File: config.mk
export PLATFORM = sky130hd
export DESIGN_NAME = seg_scan_timer
export DESIGN_NICKNAME = d
export VERILOG_FILES = /design/src/rtl/seg_pkg.sv /design/src/rtl/bcd_to_seg7.sv /design/src/rtl/seg_scan_timer.sv
export SDC_FILE = /design/constraint.sdc
export NUM_CORES = 1
export LEC_CHECK = 0
export ABC_CLOCK_PERIOD_IN_PS = 4170
export BUFFER_PORTS_ARGS = -buffer_cell sky130_fd_sc_hd__clkbuf_2
export CORE_ASPECT_RATIO = 1.2
export CORE_MARGIN = 2
export CORE_UTILIZATION = 45
export CTS_BUF_LIST = sky130_fd_sc_hd__clkbuf_4 sky130_fd_sc_hd__clkbuf_8
export DETAILED_ROUTE_END_ITERATION = 10
export PLACE_DENSITY = 0.65
export SLEW_MARGIN = 30
export SYNTH_ARGS = -nofsm -noshare
export SYNTH_HDL_FRONTEND = slang
export SYNTH_SLANG_ARGS = --single-unit
File: constraint.sdc
create_clock -name sysclk -period 4.17 [get_ports sysclk]
set_clock_uncertainty 0.1 [all_clocks]
set_input_delay 0.417 -clock sysclk [delete_from_list [all_inputs] [get_ports sysclk]]
set_output_delay 0.417 -clock sysclk [all_outputs]
set_load 0.005 [all_outputs]
File: src/rtl/seg_pkg.sv
// Shared constants for the seg_scan_timer slice: 7-segment patterns ({g,f,e,d,c,b,a},
// active-high), FSM state encodings and the BCD increment helper.
package seg_pkg;

   localparam logic [6:0] SEG_0   = 7'h3F;
   localparam logic [6:0] SEG_1   = 7'h06;
   localparam logic [6:0] SEG_2   = 7'h5B;
   localparam logic [6:0] SEG_3   = 7'h4F;
   localparam logic [6:0] SEG_4   = 7'h66;
   localparam logic [6:0] SEG_5   = 7'h6D;
   localparam logic [6:0] SEG_6   = 7'h7D;
   localparam logic [6:0] SEG_7   = 7'h07;
   localparam logic [6:0] SEG_8   = 7'h7F;
   localparam logic [6:0] SEG_9   = 7'h6F;
   localparam logic [6:0] SEG_OFF = 7'h00;

   localparam logic [1:0] ST_IDLE  = 2'd0;
   localparam logic [1:0] ST_RUN   = 2'd1;
   localparam logic [1:0] ST_PAUSE = 2'd2;

   // Four-digit BCD +1 with per-digit ripple; 9999 wraps to 0000.
   function automatic logic [15:0] bcd_inc(input logic [15:0] v);
      logic [15:0] r;
      logic        carry;
      r     = v;
      carry = 1'b1;
      for (int unsigned i = 0; i < 4; i++) begin
         if (carry) begin
            if (r[4*i +: 4] == 4'd9) begin
               r[4*i +: 4] = '0;
            end else begin
               r[4*i +: 4] = r[4*i +: 4] + 4'd1;
               carry       = 1'b0;
            end
         end
      end
      return r;
   endfunction

endpackage

File: src/rtl/bcd_to_seg7.sv
// Combinational BCD digit to active-high 7-segment pattern; blank or codes 10-15 give all-off.
module bcd_to_seg7
   import seg_pkg::*;
(
   input  logic [3:0] bcd,
   input  logic       blank,
   output logic [6:0] pattern
);

   always_comb begin
      pattern = SEG_OFF;
      if (!blank) begin
         case (bcd)
            4'd0:    pattern = SEG_0;
            4'd1:    pattern = SEG_1;
            4'd2:    pattern = SEG_2;
            4'd3:    pattern = SEG_3;
            4'd4:    pattern = SEG_4;
            4'd5:    pattern = SEG_5;
            4'd6:    pattern = SEG_6;
            4'd7:    pattern = SEG_7;
            4'd8:    pattern = SEG_8;
            4'd9:    pattern = SEG_9;
            default: pattern = SEG_OFF;
         endcase
      end
   end

endmodule

File: src/rtl/seg_scan_timer.sv
// Four-digit BCD run/pause timer with multiplexed 7-segment scan, all in the sysclk domain.
// Optional macro LEADING_ZERO_BLANK_EN blanks leading zero digits d3..d1.
module seg_scan_timer
   import seg_pkg::*;
#(
   parameter bit SEG_ACT_LOW = 1'b0,
   parameter bit AN_ACT_LOW  = 1'b0
) (
   input  logic        sysclk,
   input  logic        rst,
   input  logic        clk_1,
   input  logic        clk_1k,
   input  logic        start_stop,
   input  logic        clr,
   output logic [15:0] value,
   output logic        running,
   output logic        ovf,
   output logic [3:0]  an,
   output logic [6:0]  seg
);

   logic       clk_1_d;
   logic       clk_1k_d;
   logic       tick_1;
   logic       tick_1k;
   logic [1:0] state;
   logic [1:0] state_nxt;
   logic       count_en;
   logic [1:0] scan_idx;
   logic [3:0] digit;
   logic       blank;
   logic [6:0] pattern;

   assign tick_1   = clk_1 & ~clk_1_d;
   assign tick_1k  = clk_1k & ~clk_1k_d;
   assign running  = (state == ST_RUN);
   assign count_en = (state == ST_RUN) && tick_1 && !clr;

   always_comb begin
      state_nxt = state;
      if (clr) begin
         state_nxt = ST_IDLE;
      end else if (start_stop) begin
         case (state)
            ST_IDLE:  state_nxt = ST_RUN;
            ST_RUN:   state_nxt = ST_PAUSE;
            ST_PAUSE: state_nxt = ST_RUN;
            default:  state_nxt = ST_IDLE;
         endcase
      end
   end

   always_comb begin
      case (scan_idx)
         2'd0:    digit = value[3:0];
         2'd1:    digit = value[7:4];
         2'd2:    digit = value[11:8];
         default: digit = value[15:12];
      endcase
   end

`ifdef LEADING_ZERO_BLANK_EN
   logic lead3;
   logic lead2;
   logic lead1;
   // A digit is blank only when it and every digit above it are zero; d0 always shows.
   assign lead3 = (value[15:12] == 4'd0);
   assign lead2 = lead3 && (value[11:8] == 4'd0);
   assign lead1 = lead2 && (value[7:4] == 4'd0);
   always_comb begin
      case (scan_idx)
         2'd3:    blank = lead3;
         2'd2:    blank = lead2;
         2'd1:    blank = lead1;
         default: blank = 1'b0;
      endcase
   end
`else
   assign blank = 1'b0;
`endif

   bcd_to_seg7 u_dec (
      .bcd     (digit),
      .blank   (blank),
      .pattern (pattern)
   );

   always_ff @(posedge sysclk or negedge rst) begin
      if (!rst) begin
         clk_1_d  <= 1'b0;
         clk_1k_d <= 1'b0;
         state    <= ST_IDLE;
         value    <= '0;
         ovf      <= 1'b0;
         scan_idx <= '0;
         an       <= 4'b0001 ^ {4{AN_ACT_LOW}};
         seg      <= SEG_0 ^ {7{SEG_ACT_LOW}};
      end else begin
         clk_1_d  <= clk_1;
         clk_1k_d <= clk_1k;
         state    <= state_nxt;
         ovf      <= count_en && (value == 16'h9999);
         if (clr) begin
            value <= '0;
         end else if (count_en) begin
            value <= bcd_inc(value);
         end
         if (tick_1k) begin
            scan_idx <= scan_idx + 2'd1;
         end
         an  <= (4'b0001 << scan_idx) ^ {4{AN_ACT_LOW}};
         seg <= pattern ^ {7{SEG_ACT_LOW}};
      end
   end

endmodule

======== After elaboration in Yosys (flattened, before gate mapping) ========
Memory sizes are Yosys's and may differ from the RTL's. A register that Yosys moved wholly into a read port is not among the register bits.
Cells that the tools add are included.
word-level totals
  register bits after elaboration ......... 27
  ROM bits ................................ 112
  logic and storage cells ................. 70
  memories ................................ 1
operators by class
  add/sub/neg operators ................... 5
  eq/ne operators ......................... 9
  shifts and indexed selects .............. 1
  muxes and demuxes ....................... 24
  bitwise operators ....................... 4
  reductions and logical operators ........ 16
memory list
  memory            depth  width  rd ports  clocked after memory_dff  write ports  RTL line           text
  (name not given)  16     7      1         1                         0            bcd_to_seg7.sv:13  case (bcd)
operator list
  kind                  count
  $mux 16               2
  $mux 4                7
  $add 4x1->4 const B   4
  $eq 16x16->1 const B  1
  $eq 4x4->1 const B    4
  $pmux 4 s3            1
  $mux 1                11
  $reduce_bool 2->1     5
  $reduce_and 2->1      3
  $eq 2x1->1 const B    2
  $eq 2x2->1 const B    2
  $logic_not 2->1       2
  $mux 2                2
  $pmux 2 s2            1
  $shl 1x2->4 const A   1
  $logic_and 1x1->1     3
  $add 2x1->2 const B   1
  $and 1x1->1           2
  $logic_not 1->1       2
  $not 1->1             2
  $reduce_or 2->1       1

======== Logic depth before layout (Yosys ltp) ========
Gate-level depths: netlist of run 1.
  depth after elaboration ................. 15
  mapped depth ............................ 8

======== By module ========
Synthesis of run 1 repeated with hierarchy kept, for this count alone.
second synthesis, totals
  cells, all modules ...................... 176
  area, all modules ....................... 1885.6 µm²
by module, submodules not included
  module          times used  cells each  area an instance (µm²)  sequential area each (µm²)
  seg_scan_timer  1           145         1655.3                  859.6
  bcd_to_seg7     1           31          230.2                   0.0

======== Worst setup path after synthesis of run 1 ========
No wires, ideal clock.
  path type ............................... register -> register
  start ................................... register scan_idx[0]
  end ..................................... register seg[6]
  arrival ................................. 1.815 ns
  data required time ...................... 3.987 ns
  setup slack ............................. 2.172 ns
  cell stages (with the launch flop) ...... 9
  path buffers ............................ 0
  clock period less this slack ............ 1.998 ns
  path through ............................ dfrtp_1 -> inv_1 -> ha_1 -> a222oi_1 -> mux2_2 -> inv_1 -> ha_1 -> mux2_2 -> o21ai_0
between the ends
  cells in the longest elaborated chain, start to end .. 2
ends and longest elaborated chain
  element                                   RTL line               text
  start: declaration                        seg_scan_timer.sv:29   logic [1:0] scan_idx;
  start signal: assignment                  seg_scan_timer.sv:109  scan_idx <= scan_idx + 2'd1;
  $eq 2x2->1, or another cell as far along  seg_scan_timer.sv:54   case (scan_idx)
  $pmux 4 s3 *                              seg_scan_timer.sv:54
  end: declaration                          seg_scan_timer.sv:19   output logic [6:0] seg
Every way passes the cells marked *; elsewhere a longest branch is shown, timed or not.
A chain may end at the register's enable or synchronous reset.

======== Worst setup path in the final report of run 1 ========
Same ends and word-level chain as after synthesis.

==> impl_metrics.toml, run 1 <==
[setup_path]
timing.reg2reg.setup_slack_ns = 1.87
reg2reg_to = "seg[6]$_DFF_PN0_"
crit_path_end_kind = "register"
critPathArrivalTime_ns = 2.39
path_cells = "inv_1 -> ha_1 -> a222oi_1 -> mux2_2 -> inv_1 -> ha_1 -> mux2_2 -> o21ai_0"
cp_max_fo = 5
cp-start-kind = "register"
slowest_stage = "a222oi_1"
reg2reg_depth = 8
r2r_start = "scan_idx[0]$_DFFE_PN0P_"
criticalPathCategory = "reg2reg"
max_stage_delay_ns = 0.40
crit_required_ns = 4.26

[route]
final_antenna_net_count = 0
drc = 0
wl_per_cell_um = 14.5
first_pass_iters = 5
num_vias = 1421
drt_iter0_markers = 35
viasPerCell = 5.57
wirelength_um = 3700

[cells_and_area]
fillers = 338
final_cell_count_no_fill = 255
multi_input_area_um2 = 822
regArea_um2 = 860
area_growth_pct = 18.7
n_antenna_cell = 0
drive_gt1_share_pct = 28.1
nNetsFinal = 222

[power]
pwr_density_cell_mw_per_mm2 = 482
p_sw_w = 0.000309
p_int_w = 0.000684
power_frac_comb_pct = 28.4
leakage_nw = 0.992
p_sw_share_pct = 31.1
pwr-share-clk_pct = 25.9
seqPwrFrac_pct = 45.7
peakVddDrop_mv = 0.198

[timing]
hold_viol_final = 0
tightest_slew_ns = 0.820
min_period_ns = 2.30
rsz0062_at_grt = "no"
relSlewSlack_pct = 45.4
fin_ws_ns = 1.87
max_freq_mhz = 435
holdWs_ns = 0.117
drv_slew = 0
setup-violations-final = 0
tns_ns = 0
post-route-period-util_pct = 55.1

[clocking]
cts_hold_buffers = 0
post_cts_resized = 0
clock-sinks = 34
cts_buffers = 5
cts_root_buffer = "clkbuf_8"
clockBufferDepth = 2
worstSkewPairLatency_ns = 0.28
htree_num_levels = 2
cts_setup_buffers = 0
clk_pin_slew_worst_paths_ns = 0.07
cts_tree = "done"

[flow_run]
max_cap_violations = 0

[synthesis]
synth-seq-cells = 34
syn-cell-area_mm2 = 0.00174
synthCells = 163
synth.avg_cell_area_um2 = 10.6
ys_seq_area_share_pct = 49.5
ys_types = 38
synth_area_leader_cell = "dfrtp_1"
netlist.area_leader.share_pct = 38.9
synth_area_leaders = "dfrtp_1, dfstp_2, ha_1"
synth_nets = 183
yosysWarnings = 0

[place]
gp_congestion = 0.884
port_buffers = 34
place_inst = 247
hpwl_um = 2790
dp_slack_ns = 1.92

[floorplanning]
die_h_um = 72.0
coreArea_mm2 = 0.00366
start_util_pct = 47.4
io_pins = 35
rows = 24
die_w_um = 60.7
dieArea_mm2 = 0.00437

[hold_path]
min_path_type = "in2async"

[global_routing]
grt_overflow_total = 0
antenna_found_initial = 0
grt_pass1_wl_um = 6420
grt_usage_pct = 19.6
grt_max_degree = 35
grt_pass1_vias = 1389

[outcome]
status = "complete, no violations"
-- cell usage in the layout (no fill, tap or decap), types with 4 or more instances in the layout --
| master | count |
|---|---|
| clkbuf_2 | 34 |
| dfrtp_1 | 27 |
| mux2i_1 | 4 |
| nor2_1 | 8 |
| clkbuf_8 | 6 |
| mux2_2 | 4 |
| o21ai_0 | 18 |
| a21oi_1 | 7 |
| dfstp_2 | 7 |
| ha_1 | 14 |
| nand2_1 | 13 |
| inv_1 | 11 |
| a222oi_1 | 4 |
| nand3_1 | 10 |
-- state kept, by name (all words and copies together) (netlist names) --
register	flops
value	16
seg	7
an	4
scan_idx	2
state	2
clk_1_d	1
clk_1k_d	1
ovf	1
-- power by group through the flow --
stage	clock network (W)	logic (W)	registers, W
after floorplan	0	0.000166	0.000457
after global placement	0	0.000260	0.000458
after detailed placement	0	0.000280	0.000461
after CTS	0.000262	0.000283	0.000455
after global routing	0.000278	0.000318	0.000464
final	0.000257	0.000281	0.000454
-- area by class of cell --
class                      count  share of cell area [%]
multi-input combinational    115                    39.9
clock buffer                   8                    4.74
timing repair buffer          34                    8.26
tap                           52                    3.16
inverter                      12                    2.19
sequential                    34                    41.7
-- cells in the mapped netlist --
library cell / n
a211o_1: 1
a21o_1: 2
a21oi_1: 7
a221oi_2: 1
a222oi_1: 4
a32o_1: 1
and2_1: 1
buf_2: 1
clkbuf_1: 1
clkinv_1: 1
dfrtp_1: 27
dfstp_2: 7
ha_1: 14
inv_1: 11
mux2_2: 4
mux2i_1: 4
nand2_1: 13
nand2b_1: 3
nand3_1: 10
nand3b_1: 2
nand3b_4: 1
nand4bb_1: 1
nor2_1: 8
nor2b_1: 3
nor3_1: 2
nor4_1: 1
nor4bb_1: 1
o21a_1: 1
o21ai_0: 18
o31a_1: 1
o31ai_1: 1
o32ai_1: 1
or2_2: 1
or3_1: 2
or3b_1: 1
or3b_2: 1
or4_1: 1
xnor2_1: 3
-- per-layer routing --
layer | GRT usage (%) | share of wire [%]
met5 | 0 | 0
met1 | 23.2 | 41
met2 | 33.7 | 52
met4 | 7.49 | 2.2
met3 | 4.63 | 4.6
-- per-stage QoR --
step / util (%) / power [W] / area (µm²)
2_1_floorplan: - / 0.000623 / 1740
3_3_place_gp: 53.6 / 0.000718 / 1960
3_5_place_dp: 53.6 / 0.000742 / 1960
4_1_cts: 56.2 / 0.00100 / 2060
5_1_grt: 56.2 / 0.00106 / 2060
6_report: 56.2 / 0.000993 / 2060
-- critical path, delay by kind of cell, from the launching register on --
kind,cells,cell delay (ns)
adders and majority gates,2,0.46
buffers and inverters,2,0.17
AOI/OAI and AO/OA,2,0.54
DFF,1,0.38
muxes,2,0.55
-- logic make-up after synthesis --
| logic type | share of synthesized area, % |
|---|---|
| AND/OR/NAND/NOR | 16.7 |
| AO/OA/AOI/OAI | 14.2 |
| flip-flops | 49.5 |
| buffers and inverters | 3.10 |
| adder cells (fa/ha/maj) | 10.1 |
| multiplexers | 4.90 |
| XOR/XNOR | 1.51 |
-- how the worst max path moves through the flow --
| stage | start | endpoint |
|---|---|---|
| floorplan | scan_idx[0]$_DFFE_PN0P_ | seg[6]$_DFF_PN0_ |
| global placement | scan_idx[0]$_DFFE_PN0P_ | seg[6]$_DFF_PN0_ |
| detailed placement | scan_idx[0]$_DFFE_PN0P_ | seg[6]$_DFF_PN0_ |
| CTS | scan_idx[0]$_DFFE_PN0P_ | seg[6]$_DFF_PN0_ |
| global route | scan_idx[0]$_DFFE_PN0P_ | seg[6]$_DFF_PN0_ |
| finish | scan_idx[0]$_DFFE_PN0P_ | seg[6]$_DFF_PN0_ |
Note: power is estimated with default switching activity, not from simulation.
==> run 2, diff against run 1 <==
Settings changed: ABC_CLOCK_PERIOD_IN_PS 4170 to 1900, PLACE_DENSITY 0.65 to 0.68.
Clock period 4.17 ns to 1.9 ns, I/O delays scaled along.
==> impl_metrics.toml, run 2 (synthesized netlist as in run 1, its figures left out) <==
[setup_path]
cp-start-kind = "register"
criticalPathCategory = "reg2reg"
crit_path_end_kind = "register"
cp_max_fo = 4
path_cells = "inv_2 -> ha_2 -> a222oi_1 -> mux2_4 -> inv_1 -> ha_2 -> mux2_4 -> o21ai_2"
slowest_stage = "dfrtp_2"
max_stage_delay_ns = 0.42
crit_required_ns = 2.01
crit_buf_inv = 2
critPathArrivalTime_ns = 2.08
crit_family = "multiplexers"
timing.reg2reg.setup_slack_ns = -0.06

[timing]
relSlewSlack_pct = 46.0
tightest_slew_ns = 0.810
max_freq_mhz = 509
setup-violations-final = 6
hold_viol_final = 0
post-route-period-util_pct = 103
tns_ns = -0.233
fin_ws_ns = -0.0647
drv_slew = 0
holdWs_ns = 0.0939
rsz0062_at_grt = "yes"
min_period_ns = 1.96

[route]
wirelength_um = 4220
viasPerCell = 5.36
final_antenna_net_count = 0
num_vias = 1539
dr_wl_met3_um = 200
first_pass_iters = 5
drt_iter0_markers = 57
wl_met2_um = 2350
wl_per_cell_um = 14.7
highest_layer = "met4"
met1Wirelength_um = 1580
drc = 0

[floorplanning]
io_pins = 35
rows = 24
dieArea_mm2 = 0.00437
start_util_pct = 47.4
coreArea_mm2 = 0.00366
die_h_um = 72.0
die_w_um = 60.7

[cells_and_area]
drive_gt1_share_pct = 46.4
n_antenna_cell = 0
layout_common_cells = "clkbuf_2, buf_4, dfrtp_1"
final_common_cell = "clkbuf_2"
area_growth_pct = 39.5
top_regs = "value x16, seg x7, an x4"
nNetsFinal = 254
largest_register = "value"
largest_reg_flops = 16

[clocking]
htree_num_levels = 2
worstSkewPairLatency_ns = 0.28
clockBufferDepth = 2
cts_buffers = 5
clk_pin_slew_worst_paths_ns = 0.06
clock-sinks = 34
cts_root_buffer = "clkbuf_8"
cts_tree = "done"

[place]
port_buffers = 34
gp_congestion = 0.854
dp_slack_ns = -0.146
hpwl_um = 3140

[global_routing]
grt_pass1_wl_um = 7100
grt_pass1_vias = 1570
grt_usage_pct = 21.8
grt_overflow_total = 0
grt_max_degree = 35
antenna_found_initial = 0

[power]
peakVddDrop_mv = 0.710
pwr_density_cell_mw_per_mm2 = 1020
leakage_nw = 1.16

[outcome]
status = "complete, but fails checks"
violations = "setup timing"

[hold_path]
min_path_type = "in2reg"

[flow_run]
max_cap_violations = 0
[run 2: changes by cell type in the layout (fill, tap and decap cells not counted), moves of 3 or more]
cell           delta
inv_2             +3
buf_4            +28
o21ai_0           -4
dfrtp_1           -3
ha_4              +3
inv_1             -3
mux2_4            +3
ha_1              -5
mux2_2            -3
dlygate4sd3_1     +3
dfrtp_2           +3
[run 2: cell type report]
class / instances / area, µm²
inverter: 12 / 45.0
clock inverter: 1 / 5.00
clock buffer: 7 / 90.1
sequential: 34 / 863
timing repair buffer: 66 / 422
fill: 310 / 1240
tap: 52 / 65.1
multi-input combinational: 115 / 931
[run 2: worst paths after layout]
check / start / to / depth (start not counted)
hold / removal: start_stop / state[0]$_DFFE_PN0P_ / 3
setup / recovery: scan_idx[1]$_DFFE_PN0P_ / seg[6]$_DFF_PN0_ / 8
min in group asynchronous: rst / value[8]$_DFFE_PN0P_ / 2
setup reg to reg: scan_idx[1]$_DFFE_PN0P_ / seg[6]$_DFF_PN0_ / 8
max in group asynchronous: rst / scan_idx[0]$_DFFE_PN0P_ / 2
hold reg to reg: clk_1k_d$_DFF_PN0_ / scan_idx[0]$_DFFE_PN0P_ / 2
[run 2: worst reg2reg max path, stage by stage (launching register included)]
cell      delay (ns)
dfrtp_2         0.42
inv_2           0.07
ha_2            0.20
a222oi_1        0.28
mux2_4          0.21
inv_1           0.05
ha_2            0.19
mux2_4          0.28
o21ai_2         0.11
[run 2: metal layers]
layer,vias up,track usage [%]
li1,727,-
met1,757,24.7
met2,46,37.9
met3,9,4.46
met4,0,10.6
met5,-,0
[run 2: timing repair]
action | CTS | global route
gates resized for setup | 8 | 20
endpoints found under the hold margin | 29 | 0
buffers inserted | 2 | 2
gates cloned | 0 | 0
pin swaps | 6 | 9
endpoints found under the setup margin | 8 | 13
hold buffers | 3 | 0
[run 2: where the power goes]
group | internal, W | switching [W] | leakage (nW)
Clock | 0.000306 | 0.000245 | 0.0517
Sequential | 0.000905 | 0.000108 | 0.428
Combinational | 0.000491 | 0.000419 | 0.686
Total | 0.00170 | 0.000772 | 1.16
[run 2: metrics by stage]
step,instance area (µm²),util (%),instances,total power (W)
6_report,2420,66.1,287,0.00247
5_1_grt,2420,66.1,287,0.00263
4_1_cts,2320,63.5,285,0.00241
3_5_place_dp,2160,59.1,272,0.00179
3_3_place_gp,2160,59.1,272,0.00173
2_1_floorplan,1750,-,163,0.00139
==> run 3, diff against run 2 <==
Settings changed: CORE_UTILIZATION 45 to 51, PLACE_DENSITY 0.68 to 0.76.
==> impl_metrics.toml, run 3 (synthesized netlist as in run 1, its figures left out) <==
[clocking]
htree_num_levels = 2
clockBufferDepth = 2
clock-sinks = 34
cts_root_buffer = "clkbuf_8"
cts_buffers = 5
cts_tree = "done"
clk_pin_slew_worst_paths_ns = 0.06
worstSkewPairLatency_ns = 0.29

[cells_and_area]
drive_gt1_share_pct = 45.5
largest_reg_flops = 16
area_growth_pct = 39.1
top_regs = "value x16, seg x7, an x4"
layout_common_cells = "clkbuf_2, buf_4, dfrtp_1"
nNetsFinal = 254
n_antenna_cell = 0
final_cell_area_mm2 = 0.00241
final_common_cell = "clkbuf_2"
final_cell_count_no_fill = 272
largest_register = "value"

[hold_path]
min_path_type = "in2reg"
hp-start = "start_stop"
min_path_cells = 3

[route]
highest_layer = "met4"
first_pass_iters = 5
met1Wirelength_um = 1560
wl_per_cell_um = 16.5
dr_wl_met3_um = 248
viasPerCell = 5.73
drc = 0
wirelength_um = 4480
final_antenna_net_count = 0
wl_met2_um = 2550
drt_iter0_markers = 89
num_vias = 1558

[setup_path]
reg2reg_depth = 7
reg2reg_to = "seg[6]$_DFF_PN0_"
crit_end = "seg[6]$_DFF_PN0_"
r2r_start = "scan_idx[0]$_DFFE_PN0P_"
critPathArrivalTime_ns = 2.22
startpoint = "scan_idx[0]$_DFFE_PN0P_"
cp_max_fo = 4
crit_required_ns = 2.01
timing.reg2reg.setup_slack_ns = -0.21
cp-start-kind = "register"
crit_path_end_kind = "register"
criticalPathCategory = "reg2reg"

[global_routing]
antenna_found_initial = 0
grt_max_degree = 35
grt_pass1_wl_um = 7240
grt_usage_pct = 25.0
grt_pass1_vias = 1588
grt_overflow_total = 0

[timing]
hold_viol_final = 0
drv_slew = 0
max_freq_mhz = 475
rsz0062_at_grt = "yes"
fin_ws_ns = -0.206
setup-violations-final = 7
tightest_slew_ns = 0.828
holdWs_ns = 0.116
relSlewSlack_pct = 44.8
post-route-period-util_pct = 111
min_period_ns = 2.11
tns_ns = -0.680

[place]
hpwl_um = 3060
gp_congestion = 0.824
dpl-instance-area_mm2 = 0.00212
place_inst = 254
port_buffers = 34

[floorplanning]
dieArea_mm2 = 0.00389
rows = 23
die_h_um = 67.9
start_util_pct = 52.4
coreArea_mm2 = 0.00331
die_w_um = 57.3
io_pins = 35

[outcome]
status = "complete, but fails checks"
violations = "setup timing"

[power]
leakage_nw = 1.16
peakVddDrop_mv = 0.859
pwr_density_cell_mw_per_mm2 = 1060

[flow_run]
max_cap_violations = 0
run 3: cell types whose count changed in the layout (fill, tap and decap cells not counted), moves of 2 or more:
cell,delta
nor2_2,-2
dfrtp_1,+2
clkbuf_4,+2
ha_4,+2
dfrtp_2,-2
o21ai_0,+2
ha_1,-2
nor2_1,+2
run 3: cell type report:
class	instances	area, µm²
timing repair buffer	66	425
clock buffer	8	91.3
sequential	34	861
inverter	12	47.5
multi-input combinational	115	942
fill	236	896
tap	37	46.3
run 3: worst min-delay path by stage:
stage | end | slack, ns
final | state[1]$_DFFE_PN0P_ | 0.12
after global routing | state[0]$_DFFE_PN0P_ | 0.12
after CTS | state[1]$_DFFE_PN0P_ | 0.12
after detailed placement | seg[6]$_DFF_PN0_ | 0.22
after global placement | seg[6]$_DFF_PN0_ | 0.21
after floorplan | an[1]$_DFF_PN0_ | -0.21
run 3: metrics by stage:
stage / total power (W) / utilization [%] / setup slack, ns
6_report: 0.00257 / 72.9 / -0.206
5_1_grt: 0.00271 / 72.9 / -0.266
4_1_cts: 0.00247 / 70.4 / -0.124
3_5_place_dp: 0.00176 / 64.2 / -0.175
3_3_place_gp: 0.00172 / 64.2 / -0.0259
2_1_floorplan: 0.00139 / - / -0.00290
run 3: worst max-delay path: stages, from the launching register on:
cell and delay (ns):
dfrtp_1 0.41, buf_6 0.13, ha_4 0.16, a222oi_1 0.39
mux2i_2 0.21, ha_4 0.21, mux2_4 0.28, o21ai_2 0.13
run 3: repair_timing:
item / in CTS / in global routing
cloned: 0 / 0
hold buffers: 3 / 0
setup endpoints to repair: 8 / 16
pin swaps: 9 / 4
hold endpoints to repair: 29 / 0
gates resized for setup: 13 / 17
buffers inserted: 5 / 3
run 3: power by group:
group | total [W] | internal, W | leakage [nW] | switching (W)
registers | 0.000994 | 0.000901 | 0.430 | 0.0000934
clock network | 0.000557 | 0.000303 | 0.0498 | 0.000255
logic | 0.00102 | 0.000543 | 0.685 | 0.000474
total | 0.00257 | 0.00175 | 1.16 | 0.000822
run 3: layer usage:
metal	up-vias	GRT usage [%]
li1	727	-
met1	765	24.9
met2	55	48.3
met3	11	6.43
met4	0	11.9
met5	-	0
